`src/rtl/in_digit_capture.sv`:
```
// rtl/in_digit_capture.sv - decimal entry of up to three digits via debounced buttons for the CPU IN instruction
module in_digit_capture #(
  parameter int DEBOUNCE_CYCLES = 50000
) (
  input  logic        clk,
  input  logic        reset,
  input  logic        btn_digit_raw,
  input  logic        btn_enter_raw,
  input  logic [3:0]  sw_data,
  input  logic        in_req,
  output logic [31:0] data_out,
  output logic        data_valid,
  output logic        waiting,
  output logic [1:0]  digit_count,
  output logic [3:0]  bcd_uni,
  output logic [3:0]  bcd_dez,
  output logic [3:0]  bcd_cen,
  output logic        bad_digit
);

  localparam int CW = (DEBOUNCE_CYCLES > 1) ? $clog2(DEBOUNCE_CYCLES) : 1;
  localparam logic [CW-1:0] CNT_MAX = CW'(DEBOUNCE_CYCLES - 1);

  typedef enum logic [1:0] {IDLE, COLLECT, DONE} state_t;

  logic          dig_s1_q, dig_s1_d, dig_s2_q, dig_s2_d;
  logic          ent_s1_q, ent_s1_d, ent_s2_q, ent_s2_d;
  logic [3:0]    sw_s1_q, sw_s1_d, sw_s2_q, sw_s2_d;
  logic [CW-1:0] dig_cnt_q, dig_cnt_d, ent_cnt_q, ent_cnt_d;
  logic          dig_lvl_q, dig_lvl_d, ent_lvl_q, ent_lvl_d;
  logic          dig_press_q, dig_press_d, ent_press_q, ent_press_d;
  state_t        state_q, state_d;
  logic [9:0]    acc_q, acc_d;
  logic [1:0]    count_q, count_d;
  logic [3:0]    uni_q, uni_d, dez_q, dez_d, cen_q, cen_d;
  logic [31:0]   data_out_q, data_out_d;
  logic          data_valid_q, data_valid_d;
  logic          waiting_q, waiting_d;
  logic          bad_digit_q, bad_digit_d;

  // Synchronise raw inputs, debounce each button and form a press pulse on a debounced rise
  always_comb begin
    dig_s1_d    = btn_digit_raw;
    dig_s2_d    = dig_s1_q;
    ent_s1_d    = btn_enter_raw;
    ent_s2_d    = ent_s1_q;
    sw_s1_d     = sw_data;
    sw_s2_d     = sw_s1_q;
    dig_cnt_d   = dig_cnt_q;
    dig_lvl_d   = dig_lvl_q;
    dig_press_d = 1'b0;
    ent_cnt_d   = ent_cnt_q;
    ent_lvl_d   = ent_lvl_q;
    ent_press_d = 1'b0;
    if (dig_s2_q == dig_lvl_q) begin
      dig_cnt_d = '0;
    end else if (dig_cnt_q == CNT_MAX) begin
      dig_cnt_d   = '0;
      dig_lvl_d   = ~dig_lvl_q;
      dig_press_d = ~dig_lvl_q;
    end else begin
      dig_cnt_d = dig_cnt_q + CW'(1);
    end
    if (ent_s2_q == ent_lvl_q) begin
      ent_cnt_d = '0;
    end else if (ent_cnt_q == CNT_MAX) begin
      ent_cnt_d   = '0;
      ent_lvl_d   = ~ent_lvl_q;
      ent_press_d = ~ent_lvl_q;
    end else begin
      ent_cnt_d = ent_cnt_q + CW'(1);
    end
  end

  // Entry FSM: enter wins over a simultaneous digit; outputs are precomputed for the next state
  always_comb begin
    state_d      = state_q;
    acc_d        = acc_q;
    count_d      = count_q;
    uni_d        = uni_q;
    dez_d        = dez_q;
    cen_d        = cen_q;
    data_out_d   = data_out_q;
    data_valid_d = 1'b0;
    bad_digit_d  = 1'b0;
    case (state_q)
      IDLE: begin
        if (in_req) begin
          state_d = COLLECT;
          acc_d   = '0;
          count_d = '0;
          uni_d   = '0;
          dez_d   = '0;
          cen_d   = '0;
        end
      end
      COLLECT: begin
        if (ent_press_q) begin
          if (count_q != 2'd0) begin
            state_d      = DONE;
            data_out_d   = {22'b0, acc_q};
            data_valid_d = 1'b1;
          end else begin
            bad_digit_d = 1'b1;
          end
        end else if (dig_press_q) begin
          if (sw_s2_q <= 4'd9 && count_q != 2'd3) begin
            acc_d   = acc_q * 10'd10 + {6'b0, sw_s2_q};
            cen_d   = dez_q;
            dez_d   = uni_q;
            uni_d   = sw_s2_q;
            count_d = count_q + 2'd1;
          end else begin
            bad_digit_d = 1'b1;
          end
        end
      end
      DONE:    state_d = IDLE;
      default: state_d = IDLE;
    endcase
    waiting_d = (state_d == COLLECT);
  end

  // State register with asynchronous clear of every flop
  always_ff @(posedge clk or posedge reset) begin
    if (reset) begin
      dig_s1_q     <= 1'b0;
      dig_s2_q     <= 1'b0;
      ent_s1_q     <= 1'b0;
      ent_s2_q     <= 1'b0;
      sw_s1_q      <= '0;
      sw_s2_q      <= '0;
      dig_cnt_q    <= '0;
      ent_cnt_q    <= '0;
      dig_lvl_q    <= 1'b0;
      ent_lvl_q    <= 1'b0;
      dig_press_q  <= 1'b0;
      ent_press_q  <= 1'b0;
      state_q      <= IDLE;
      acc_q        <= '0;
      count_q      <= '0;
      uni_q        <= '0;
      dez_q        <= '0;
      cen_q        <= '0;
      data_out_q   <= '0;
      data_valid_q <= 1'b0;
      waiting_q    <= 1'b0;
      bad_digit_q  <= 1'b0;
    end else begin
      dig_s1_q     <= dig_s1_d;
      dig_s2_q     <= dig_s2_d;
      ent_s1_q     <= ent_s1_d;
      ent_s2_q     <= ent_s2_d;
      sw_s1_q      <= sw_s1_d;
      sw_s2_q      <= sw_s2_d;
      dig_cnt_q    <= dig_cnt_d;
      ent_cnt_q    <= ent_cnt_d;
      dig_lvl_q    <= dig_lvl_d;
      ent_lvl_q    <= ent_lvl_d;
      dig_press_q  <= dig_press_d;
      ent_press_q  <= ent_press_d;
      state_q      <= state_d;
      acc_q        <= acc_d;
      count_q      <= count_d;
      uni_q        <= uni_d;
      dez_q        <= dez_d;
      cen_q        <= cen_d;
      data_out_q   <= data_out_d;
      data_valid_q <= data_valid_d;
      waiting_q    <= waiting_d;
      bad_digit_q  <= bad_digit_d;
    end
  end

  assign data_out    = data_out_q;
  assign data_valid  = data_valid_q;
  assign waiting     = waiting_q;
  assign digit_count = count_q;
  assign bcd_uni     = uni_q;
  assign bcd_dez     = dez_q;
  assign bcd_cen     = cen_q;
  assign bad_digit   = bad_digit_q;

endmodule

```
`config.mk`:
```
export PLATFORM = sky130hd
export DESIGN_NAME = in_digit_capture
export DESIGN_NICKNAME = d
export VERILOG_FILES = /design/src/rtl/in_digit_capture.sv
export SDC_FILE = /design/constraint.sdc
export NUM_CORES = 1
export LEC_CHECK = 0
export ABC_CLOCK_PERIOD_IN_PS = 3750
export CAP_MARGIN = 30
export CORE_UTILIZATION = 47
export CTS_CLUSTER_DIAMETER = 100
export CTS_CLUSTER_SIZE = 20
export DETAILED_ROUTE_END_ITERATION = 12
export HOLD_SLACK_MARGIN = 0.03
export PLACE_DENSITY = 0.78
export SYNTH_ARGS = -nofsm -noshare
export SYNTH_HDL_FRONTEND = slang
export SYNTH_SLANG_ARGS = --single-unit
```
`constraint.sdc`:
```
create_clock -name clk -period 3.75 [get_ports clk]
set_clock_uncertainty 0.05 [all_clocks]
set_input_delay 0.375 -clock clk [delete_from_list [all_inputs] [get_ports clk]]
set_output_delay 0.375 -clock clk [all_outputs]
set_load 0.1 [all_outputs]
```
==> metrics.txt <==
status=finished clean; startpoint types=register; Switching Fraction=0.243; Post-synth ARST share=1.00; Max Fclk=329 MHz; WP data required=3980 ps; die width=94.9 um; DR pass1 iterations=4; Max Cap Violations=0; Final #Nets=426; drt total wl=7250 um; Cell Rows=33; deepest clock path buffer count=2; Hold WC Path Type=register to register; CP Max Fanout=5; Worst path top cell family by delay=adder cells; Placed Cells incl. Taps=491; most frequent cells in the layout=dfrtp_1 (86), nor2_1 (38), clkdlybuf4s50_1 (35); post_cts resized=0; core area=8300 sq um; H-tree levels=3; sequential power share=0.488; gpl congestion=0.862; EDFF count, synth=0; worst slew pin tran=993 ps; vias per cell=5.20; post-synth cell types=48; Yosys reg bits=86; Max VDD drop=0.000206 V; Mapped Area=4050 sq um; Die Y=94.9 um; endpoint class of the critical path=register; Slew headroom=0.336; CP peak stage delay=460 ps; initial antenna violation count=0; CP Cell Sequence=ha_1, ha_1, fa_1, a211oi_1, o22ai_2, nor4b_4, xnor3_1, o21ai_1; Clock Power Share=0.438; commonest non-fill, non-tap cell in the layout=dfrtp_1; Hold Buf Count CTS=0; Logic pwr share=0.074; post-CTS setup buffers=0; Inserted Clock Buffers=9; Sw Pwr=0.472 mW; TritonCTS clock tree=built; register area share after synthesis=0.531; Finish-stage setup viols=0; synth-to-layout area growth=16.3%; Setup CP Type=register to register; predominant post-synthesis flop cell=dfrtp_1; Final Hold Viols=0; fin area=4710 sq um; first-pass GRT wire length=12200 um; Initial Util=0.488; Clk Latency, worst-skew pair=350 ps; Setup Total Neg Slack=0 ps; vias in the first global route=2651; P per Cell Area=412 nW/um^2; RSZ-0062 raised after global routing=no; I/O pin total=58; DRC=0; hpwl dp=5150 um; Die Footprint=9000 sq um; final worst-path cycle share=0.810; layout cells sized above 1=0.102; Final min period=3040 ps; drt wl/cell=14.3 um; IO buf count=35; final slew viol count=0; GRT Resource Usage Total=0.179; LEAKAGE=2.18 nW; YS warnings=0; ANT cells=0; Clock Sinks=86; Layout Cells excl Fill=507; pin count of the biggest net entering global routing=40; Syn Inst Count=355; Reg clk slew, reported paths=90 ps; Setup Slack @ Placement=822 ps; Int Power=1.47 mW; CTS root buf=clkbuf_8; Synth Area per Inst=11.4 sq um; Detail Route Antenna Nets=0; worst path arrival time=3270 ps; most used cell, CP=ha_1; Area after DPL=4450 sq um; Buf/Inv on CP=0; DR vias=2636; CP max-delay cell=a211oi_1; setup ws final=711 ps; GRT overflow=0; initial DRC count=140
## stage by stage
stage	util	total power [mW]	hold slack (ps)
floorplan	-	1.11	281
global placement	0.536	1.11	283
detailed placement	0.536	1.11	286
CTS	0.568	1.97	301
global route	0.568	2.01	312
finish	0.568	1.94	294
## logic make-up (layout without fill, tap and decap cells)
group / after synthesis / after routing / share of synthesized area
fa+ha+maj: 20 / 20 / 0.0655
mux: 12 / 12 / 0.0333
other cells: 1 / 22 / 0.000925
flops: 86 / 86 / 0.531
buf+inv: 38 / 64 / 0.0574
compound gates: 46 / 46 / 0.0858
xor+xnor: 36 / 36 / 0.0831
simple gates: 116 / 116 / 0.143
## layer usage
metal  routed length (um)  part of all wire  track usage
met2                 3420              0.47        0.282
met1                 3400              0.47        0.236
met3                  279             0.039       0.0419
met4                  140             0.019       0.0745
met5                    0                 0            0
## flip-flops by register name, summed over array words and instances (netlist names), 3 cells and up
signal	cells
bcd_dez	4
bcd_cen	4
sw_s1_q	4
ent_cnt_q	16
bcd_uni	3
dig_cnt_q	16
acc_q	10
sw_s2_q	4
data_out	10
## cell type report
type | count | area (sq um)
flip-flops and latches | 86 | 2150
inverters | 9 | 35.0
clock inverters | 7 | 145
fillers | 715 | 3580
well taps | 105 | 131
repair buffers | 39 | 380
clock buffers | 9 | 124
multi-input cells | 252 | 1750
## power by group through the flow
| stage | Combinational, mW | Clock, mW | Sequential, mW |
|---|---|---|---|
| 2_1_floorplan | 0.145 | 0 | 0.963 |
| 3_3_place_gp | 0.144 | 0 | 0.964 |
| 3_5_place_dp | 0.145 | 0 | 0.965 |
| 4_1_cts | 0.145 | 0.873 | 0.947 |
| 5_1_grt | 0.154 | 0.912 | 0.949 |
| 6_report | 0.144 | 0.850 | 0.947 |
## Yosys cell counts (all sizes together) (2+ instances only)
cell type / number / area [sq um]
dfrtp: 86 / 2150
nor2: 38 / 143
buf: 24 / 180
nand2: 23 / 88.8
xor2: 22 / 200
ha: 18 / 225
nand3: 16 / 80.1
a22o: 14 / 123
xnor2: 13 / 114
mux2: 12 / 135
o21ai: 11 / 55.1
inv: 9 / 33.8
and3: 6 / 37.5
nand4: 6 / 37.5
nor3: 6 / 30.0
a21oi: 5 / 25.0
clkbuf: 5 / 18.8
a21o: 3 / 22.5
nand2b: 3 / 18.8
nor3b: 3 / 22.5
nor4: 3 / 18.8
a211oi: 2 / 20.0
and4: 2 / 17.5
fa: 2 / 40.0
nor2b: 2 / 12.5
nor4b: 2 / 32.5
o21bai: 2 / 15.0
or2: 2 / 12.5
or3: 2 / 12.5
or4: 2 / 15.0
## final timing paths
path	cells after the start	start	end	slack (ps)
setup / recovery	8	acc_q[1]	acc_q[9]	710
hold / removal	0	sw_s1_q[2]	sw_s2_q[2]	290
setup reg to reg	8	acc_q[1]	acc_q[9]	710
hold reg to reg	0	sw_s1_q[2]	sw_s2_q[2]	290
max in group asynchronous	3	reset	bcd_cen[1]	2530
min in group asynchronous	2	reset	ent_cnt_q[15]	360
Note: power is estimated with default switching activity, not from simulation.
